==> src/rtl/sync_edge.sv <==
// N-flop input synchronizer with a one-cycle-delayed copy and rise/fall strobes.
// STAGES=0 bypasses the flops for inputs already in the clk_i domain.
module sync_edge #(
    parameter int   STAGES    = 2,
    parameter logic RESET_VAL = 1'b0
) (
    input  logic clk_i,
    input  logic rst_ni,
    input  logic d_i,
    output logic sync_o,
    output logic prev_o,
    output logic rise_o,
    output logic fall_o
);

    generate
        if (STAGES > 0) begin : g_sync
            logic [STAGES-1:0] chain_q;

            always_ff @(posedge clk_i) begin
                if (!rst_ni) begin
                    chain_q <= {STAGES{RESET_VAL}};
                end else begin
                    chain_q[0] <= d_i;
                    for (int i = 1; i < STAGES; i++) begin
                        chain_q[i] <= chain_q[i-1];
                    end
                end
            end

            assign sync_o = chain_q[STAGES-1];
        end else begin : g_bypass
            assign sync_o = d_i;
        end
    endgenerate

    always_ff @(posedge clk_i) begin
        if (!rst_ni) begin
            prev_o <= RESET_VAL;
        end else begin
            prev_o <= sync_o;
        end
    end

    assign rise_o = sync_o & ~prev_o;
    assign fall_o = ~sync_o & prev_o;

endmodule

==> src/rtl/shift_reg_rx.sv <==
// Serial receiver for the sclk/data/latch shift chain: rebuilds the word MSB-first
// and publishes it on latch rise when exactly WIDTH bits were clocked in.
module shift_reg_rx #(
    parameter int WIDTH       = 48,
    parameter int SYNC_STAGES = 2
) (
    input  logic             clk_i,
    input  logic             rst_ni,
    input  logic             sclk_i,
    input  logic             data_i,
    input  logic             latch_i,
    output logic [WIDTH-1:0] data_o,
    output logic             valid_o,
    output logic             frame_err_o,
    output logic             busy_o
);

    localparam int               CNT_W    = $clog2(WIDTH + 2);
    localparam logic [CNT_W-1:0] CNT_FULL = CNT_W'(WIDTH);
    localparam logic [CNT_W-1:0] CNT_SAT  = CNT_W'(WIDTH + 1);

    logic             sclk_rise;
    logic             lat_q;
    logic             lat_rise;
    logic             lat_fall;
    logic             data_sync;
    logic             end_q;
    logic [CNT_W-1:0] count_q;
    logic [WIDTH-1:0] sreg_q;

    logic unused_sclk_sync, unused_sclk_prev, unused_sclk_fall;
    logic unused_lat_sync;
    logic unused_data_prev, unused_data_rise, unused_data_fall;

    // sclk idles high and latch idles low in reset so release produces no edges.
    sync_edge #(.STAGES(SYNC_STAGES), .RESET_VAL(1'b1)) u_sync_sclk (
        .clk_i  (clk_i),
        .rst_ni (rst_ni),
        .d_i    (sclk_i),
        .sync_o (unused_sclk_sync),
        .prev_o (unused_sclk_prev),
        .rise_o (sclk_rise),
        .fall_o (unused_sclk_fall)
    );

    sync_edge #(.STAGES(SYNC_STAGES), .RESET_VAL(1'b0)) u_sync_latch (
        .clk_i  (clk_i),
        .rst_ni (rst_ni),
        .d_i    (latch_i),
        .sync_o (unused_lat_sync),
        .prev_o (lat_q),
        .rise_o (lat_rise),
        .fall_o (lat_fall)
    );

    sync_edge #(.STAGES(SYNC_STAGES), .RESET_VAL(1'b0)) u_sync_data (
        .clk_i  (clk_i),
        .rst_ni (rst_ni),
        .d_i    (data_i),
        .sync_o (data_sync),
        .prev_o (unused_data_prev),
        .rise_o (unused_data_rise),
        .fall_o (unused_data_fall)
    );

    // Shifting is gated by busy_o so a frame cut by reset is ignored until the next latch fall.
    always_ff @(posedge clk_i) begin
        if (!rst_ni) begin
            data_o      <= '0;
            valid_o     <= 1'b0;
            frame_err_o <= 1'b0;
            busy_o      <= 1'b0;
            end_q       <= 1'b0;
            count_q     <= '0;
            sreg_q      <= '0;
        end else begin
            valid_o     <= 1'b0;
            frame_err_o <= 1'b0;
            end_q       <= lat_rise;

            if (sclk_rise && !lat_q && busy_o) begin
                sreg_q <= {sreg_q[WIDTH-2:0], data_sync};
                if (count_q != CNT_SAT) begin
                    count_q <= count_q + CNT_W'(1);
                end
            end

            // Evaluated one cycle after the synced latch rise so a coincident last shift is counted.
            if (end_q && busy_o) begin
                busy_o <= 1'b0;
                if (count_q == CNT_FULL) begin
                    data_o  <= sreg_q;
                    valid_o <= 1'b1;
                end else if (count_q != '0) begin
                    frame_err_o <= 1'b1;
                end
            end

            if (lat_fall) begin
                count_q <= '0;
                busy_o  <= 1'b1;
            end
        end
    end

endmodule

==> config.mk <==
export PLATFORM = sky130hd
export DESIGN_NAME = shift_reg_rx
export DESIGN_NICKNAME = d
export VERILOG_FILES = /design/src/rtl/sync_edge.sv /design/src/rtl/shift_reg_rx.sv
export SDC_FILE = /design/constraint.sdc
export NUM_CORES = 1
export LEC_CHECK = 0
export CAP_MARGIN = 30
export CELL_PAD_IN_SITES_DETAIL_PLACEMENT = 2
export CELL_PAD_IN_SITES_GLOBAL_PLACEMENT = 2
export CORE_MARGIN = 10
export CORE_UTILIZATION = 30
export CTS_CLUSTER_DIAMETER = 100
export DETAILED_ROUTE_END_ITERATION = 7
export PLACE_DENSITY_LB_ADDON = 0.1
export SLEW_MARGIN = 20
export SYNTH_ARGS = -nofsm -noshare
export SYNTH_HDL_FRONTEND = slang
export SYNTH_SLANG_ARGS = --single-unit
==> constraint.sdc <==
create_clock -name clk_i -period 1.39 [get_ports clk_i]
set_input_delay 0.278 -clock clk_i [delete_from_list [all_inputs] [get_ports clk_i]]
set_output_delay 0.278 -clock clk_i [all_outputs]
set_load 0.05 [all_outputs]
# After elaboration in Yosys (flattened, before gate mapping)
# Cells that the tools add are included.
# word_totals
regBits	114
in_bits	5
elab_cells	38
# op_classes
n_addsub	1
eq_ne	2
n_mux	4
n_bitwise	8
n_reduce_logical	11
# ops
cell	count
adder 6 x 1 -> 6 bit (second input constant)	1
== test 6 bit (second input constant)	1
!= test 6 bit (second input constant)	1
AND reduction 2 bit	3
nonzero test 6 bit	1
NOT 1 bit	5
two-way mux 1 bit	4
AND 1 bit	3
logical AND 1 bit	3
OR reduction 3 bit	1
nonzero test 2 bit	1
OR reduction 2 bit	1
logical NOT 1 bit	1

# Depth between registers and ports, before layout
# Gate-level depths: netlist of run 1.
# logic_depth
depth_word	5
ltp_mapped	7

# Hierarchy
# A second synthesis of run 1 with hierarchy kept.
# hier_totals
cells_unflattened	505
hier_area_um2	4484.3
# modules_own_cells
module	n_inst	cells_per_inst	area_each_um2	seq_area_each_um2
shift_reg_rx	1	481	4210.3	2122.0
sync_edge	3	8	91.3	60.1

# Worst setup path before layout of run 1
# No wires, ideal clock.
# synth_path
path_type	register to register
start	reg busy_o
end	reg count_q[5]
setup_ps	70
arrival_time_ps	1595
path_slack_ps	-275
path_stages_with_launch	5
n_path_buf	1
path_cell_list	dfxtp_1 -> nand4bb_1 -> buf_2 -> or4_1 -> a21oi_1
# synth_via
elab_chain_len	2
# synth_lines
element	line	rtl
start, declared	shift_reg_rx.sv:15	output logic busy_o
start signal, assigned	shift_reg_rx.sv:72	busy_o <= 1'b0;
start signal, assigned	shift_reg_rx.sv:90	busy_o <= 1'b0;
start signal, assigned	shift_reg_rx.sv:101	busy_o <= 1'b1;
logical AND 1 bit	shift_reg_rx.sv:81	if (sclk_rise && !lat_q && busy_o) begin
AND reduction 2 bit (no source line)	n/a	
end signal, assigned	shift_reg_rx.sv:84	count_q <= count_q + CNT_W'(1);
end, declared	shift_reg_rx.sv:28	logic [CNT_W-1:0] count_q;
# Every way passes these cells.
# A chain may end at the register's enable or synchronous reset.

# Final worst setup path of run 1
# layout_path
start	reg count_q[1]
end	reg data_o[8]
# layout_via
elab_chain_len	2
# layout_lines
element	line	rtl
== test 6 bit	shift_reg_rx.sv:91	if (count_q == CNT_FULL) begin
AND reduction 2 bit (no source line)	n/a	
end signal, assigned	shift_reg_rx.sv:92	data_o <= sreg_q;
end, declared	shift_reg_rx.sv:12	output logic [WIDTH-1:0] data_o,
# Every way passes these cells.

==> results of run 1 <==
[worst paths after layout]
| check | from | end | depth (start not counted) | slack [ns] |
|---|---|---|---|---|
| max | count_q[1]$_SDFFE_PP0P_ | data_o[8]$_SDFFE_PN0P_ | 6 | -0.1 |
| min | rst_ni | data_o[23]$_SDFFE_PN0P_ | 3 | 0.34 |
| max reg2reg | count_q[1]$_SDFFE_PP0P_ | data_o[8]$_SDFFE_PN0P_ | 6 | -0.1 |
| min reg2reg | u_sync_sclk.g_sync.chain_q[0]$_SDFF_PN1_ | u_sync_sclk.g_sync.chain_q[1]$_SDFF_PN1_ | 1 | 0.44 |
[registers in the layout (all words and copies together) (netlist names)]
signal / flops
end_q: 1
data_o: 48
u_sync_data.g_sync.chain_q: 2
sreg_q: 48
valid_o: 1
u_sync_sclk.g_sync.chain_q: 2
u_sync_latch.prev_o: 1
u_sync_sclk.prev_o: 1
u_sync_latch.g_sync.chain_q: 2
frame_err_o: 1
count_q: 6
busy_o: 1
[Yosys cell counts (2+ instances only)]
master and count:
nand4_1 2, inv_1 3, a21oi_1 4, buf_4 2
nand2_1 98, nand2b_1 4, nand3_1 55, mux2i_1 3
dfxtp_1 114, nor4bb_1 2, ha_1 3, and2_1 5
a21boi_1 97, buf_1 3, o21ai_1 49, clkbuf_1 24
buf_2 17
[power groups by stage]
stage / registers (mW) / clock network, mW / logic, mW
2_1_floorplan: 3.36 / 0 / 0.0881
3_3_place_gp: 3.36 / 0 / 0.143
3_5_place_dp: 3.36 / 0 / 0.146
4_1_cts: 3.29 / 4.47 / 0.150
5_1_grt: 3.29 / 4.63 / 0.164
6_report: 3.29 / 4.36 / 0.150
[routing by layer]
metal | routed length (µm) | vias up
li1 | - | 1850
met1 | 5960 | 1906
met2 | 6310 | 54
met3 | 614 | 17
met4 | 252 | 0
met5 | 0 | -
[cells in the final DEF (no fill, tap or decap), types with 2 or more instances in the layout]
master	n
nand2_1	94
dfxtp_2	5
mux2i_1	3
buf_12	57
and2_1	5
dfxtp_1	107
clkbuf_16	17
buf_6	10
bufinv_16	2
buf_4	23
nand3_1	55
dfxtp_4	2
ha_1	2
nand4_1	2
nand2b_1	4
a21oi_2	2
nand2_2	3
clkdlybuf4s50_1	3
o21ai_2	11
o21ai_1	38
clkinv_2	2
inv_2	2
clkbuf_8	6
a21oi_1	2
clkbuf_1	4
a21boi_2	6
a21boi_1	91
[repair_timing]
action,CTS,global route
hold buffers,0,0
pin swaps,2,5
gates cloned,1,0
resized for setup,8,39
setup buffers,6,1
endpoints found under the setup margin,87,98
[worst max-delay path: stages, from the launching register on]
cell	delay [ns]
dfxtp_2	0.32
inv_2	0.07
ha_4	0.13
or3b_4	0.41
buf_12	0.18
o21ai_1	0.15
a21boi_1	0.08
[layout make-up]
| type | count | area share |
|---|---|---|
| inverters | 3 | 0.00169 |
| repair buffers | 94 | 0.220 |
| clock inverters | 4 | 0.0105 |
| flip-flops and latches | 114 | 0.345 |
| multi-input cells | 337 | 0.310 |
| well taps | 184 | 0.0346 |
| clock buffers | 27 | 0.0786 |
[logic make-up after synthesis]
| kind of cell | after synthesis |
|---|---|
| AO/OA/AOI/OAI | 154 |
| XOR/XNOR | 1 |
| adder cells (fa/ha/maj) | 3 |
| buffers and inverters | 49 |
| flip-flops | 114 |
| multiplexers | 3 |
| AND/OR/NAND/NOR | 176 |
[through the flow]
| stage | cell area [µm²] | setup TNS [ns] | util | power (mW) | hold WS (ns) |
|---|---|---|---|---|---|
| floorplan | 4450 | -1.17 | - | 3.45 | 0.379 |
| global placement | 5840 | -0.838 | 0.403 | 3.50 | 0.403 |
| detailed placement | 5840 | -3.40 | 0.403 | 3.50 | 0.432 |
| CTS | 6510 | -3.54 | 0.450 | 7.91 | 0.336 |
| global route | 6660 | -6.05 | 0.460 | 8.08 | 0.339 |
| finish | 6660 | -2.75 | 0.460 | 7.80 | 0.342 |
==> impl_metrics.env, run 1 <==
export IMPL_status="complete, but fails checks"
export IMPL_violations="setup timing"
export IMPL_syn_instance_count=500
export IMPL_dpl_worst_slack_ns=-0.0920
export IMPL_combPwrFrac=0.019
export IMPL_p_leak_nw=2.34
export IMPL_seq_area_um2=2300
export IMPL_cp_required_ns=1.69
export IMPL_end_kind="flip-flop"
export IMPL_dp_cells=724
export IMPL_wl_um=13100
export IMPL_synthSimpleGateAreaFrac=0.184
export IMPL_worstPathArrival_ns=1.79
export IMPL_cts_path_max_buffers=2
export IMPL_cts_sinks=114
export IMPL_final_nets=575
export IMPL_synth_top_family_by_area="compound AO/OA/AOI/OAI gates"
export IMPL_ioPinCount=56
export IMPL_yosys_area_top_type="dfxtp_1"
export IMPL_drive_above_1_share=0.273
export IMPL_worst_slew_pin_slew_ns=0.391
export IMPL_ys_seq_area_frac=0.518
export IMPL_ys_seq_elements=114
export IMPL_syn_area_um2=4410
export IMPL_vdd_drop_max_mv=0.839
export IMPL_root_buffer="clkbuf_16"
export IMPL_viasPerCell=5.02
export IMPL_layout_min_cycle_time_ns=1.49
export IMPL_clock_latency_ns=0.42
export IMPL_start_util=0.304
export IMPL_core_rowCount=44
export IMPL_synthAdderAreaFrac=0.00852
export IMPL_syn_area_per_cell_um2=8.82
export IMPL_synthArstFlopShare=0
export IMPL_dieArea_um2=19900
export IMPL_fp_dieW_um=141
export IMPL_cellPowerDensity_nw_per_um2=1170
export IMPL_drtPass1Iterations=4
export IMPL_vias=3827
export IMPL_drc=0
export IMPL_synth_compound_area_frac=0.233
export IMPL_gp_congestion=0.717
export IMPL_use_met1=0.159
export IMPL_cts_buffers=17
export IMPL_grtUsageMet3=0.0450
export IMPL_swShare=0.196
export IMPL_track_usage=0.136
export IMPL_skew_ns=0.00804
export IMPL_fin_cells=763
export IMPL_routedWlPerCell_um=17.2
export IMPL_power_frac_seq=0.422
export IMPL_switching_power_mw=1.53
export IMPL_cp_max_fo=28
export IMPL_ys_warn_count=0
export IMPL_slew_headroom=0.739
export IMPL_yosys_most_used_dff="dfxtp_1"
export IMPL_grt_overflow_total=0
export IMPL_core_area_um2=14500
export IMPL_fin_crit_sh=1.07
export IMPL_finalSetupViolCount=48
export IMPL_cts_tree="yes"
export IMPL_path_clk_slew_ns=0.05
export IMPL_antenna_left=0
export IMPL_netlist_top_cells_area="dfxtp_1, a21boi_1, nand2_1"
export IMPL_synth_top_area_share=0.518
export IMPL_drv_slew=0
export IMPL_p_int_mw=6.27
export IMPL_hp_class="primary input to flip-flop"
export IMPL_critical_path_class="flip-flop to flip-flop"
export IMPL_grt_max_degree=42
export IMPL_fin_ws_ns=-0.0971
export IMPL_yosysUniqueCellTypes=32
export IMPL_multi_input_area_um2=2060
export IMPL_drtIter0Drc=126
export IMPL_use_met2=0.224
export IMPL_io_buffers=55
export IMPL_grt_pass1_vias=4259
export IMPL_area_delta_synth_final_pct=51.0
export IMPL_num_antenna_cells=0
export IMPL_die_h_um=141
export IMPL_num_fill_cells=1469
export IMPL_synthMuxAreaShare=0.00681
export IMPL_synthXorXnorAreaFrac=0.00199
export IMPL_critPathLaunchType="flip-flop"
export IMPL_final_hold_viol_count=0
export IMPL_power_frac_clock=0.559
export IMPL_synth_edf_count=0
export IMPL_timing_fmax_ghz=0.672
export IMPL_hpwl_um=8610
export IMPL_antenna_found_initial=0
export IMPL_synth_fp_nets=508
export IMPL_max_cap_violations=0
export IMPL_grt_setup_unrepaired="yes"
export IMPL_grt_pass1_wl_um=21900
export IMPL_htree_levels=4
export IMPL_top_usage_layer="met2"
Note: power is estimated with default switching activity, not from simulation.
==> run 2: changes to the inputs <==
CAP_MARGIN = unset   (was 30)
==> results of run 2 <==
Final layout, timing and power as in run 1 (identical DEF).
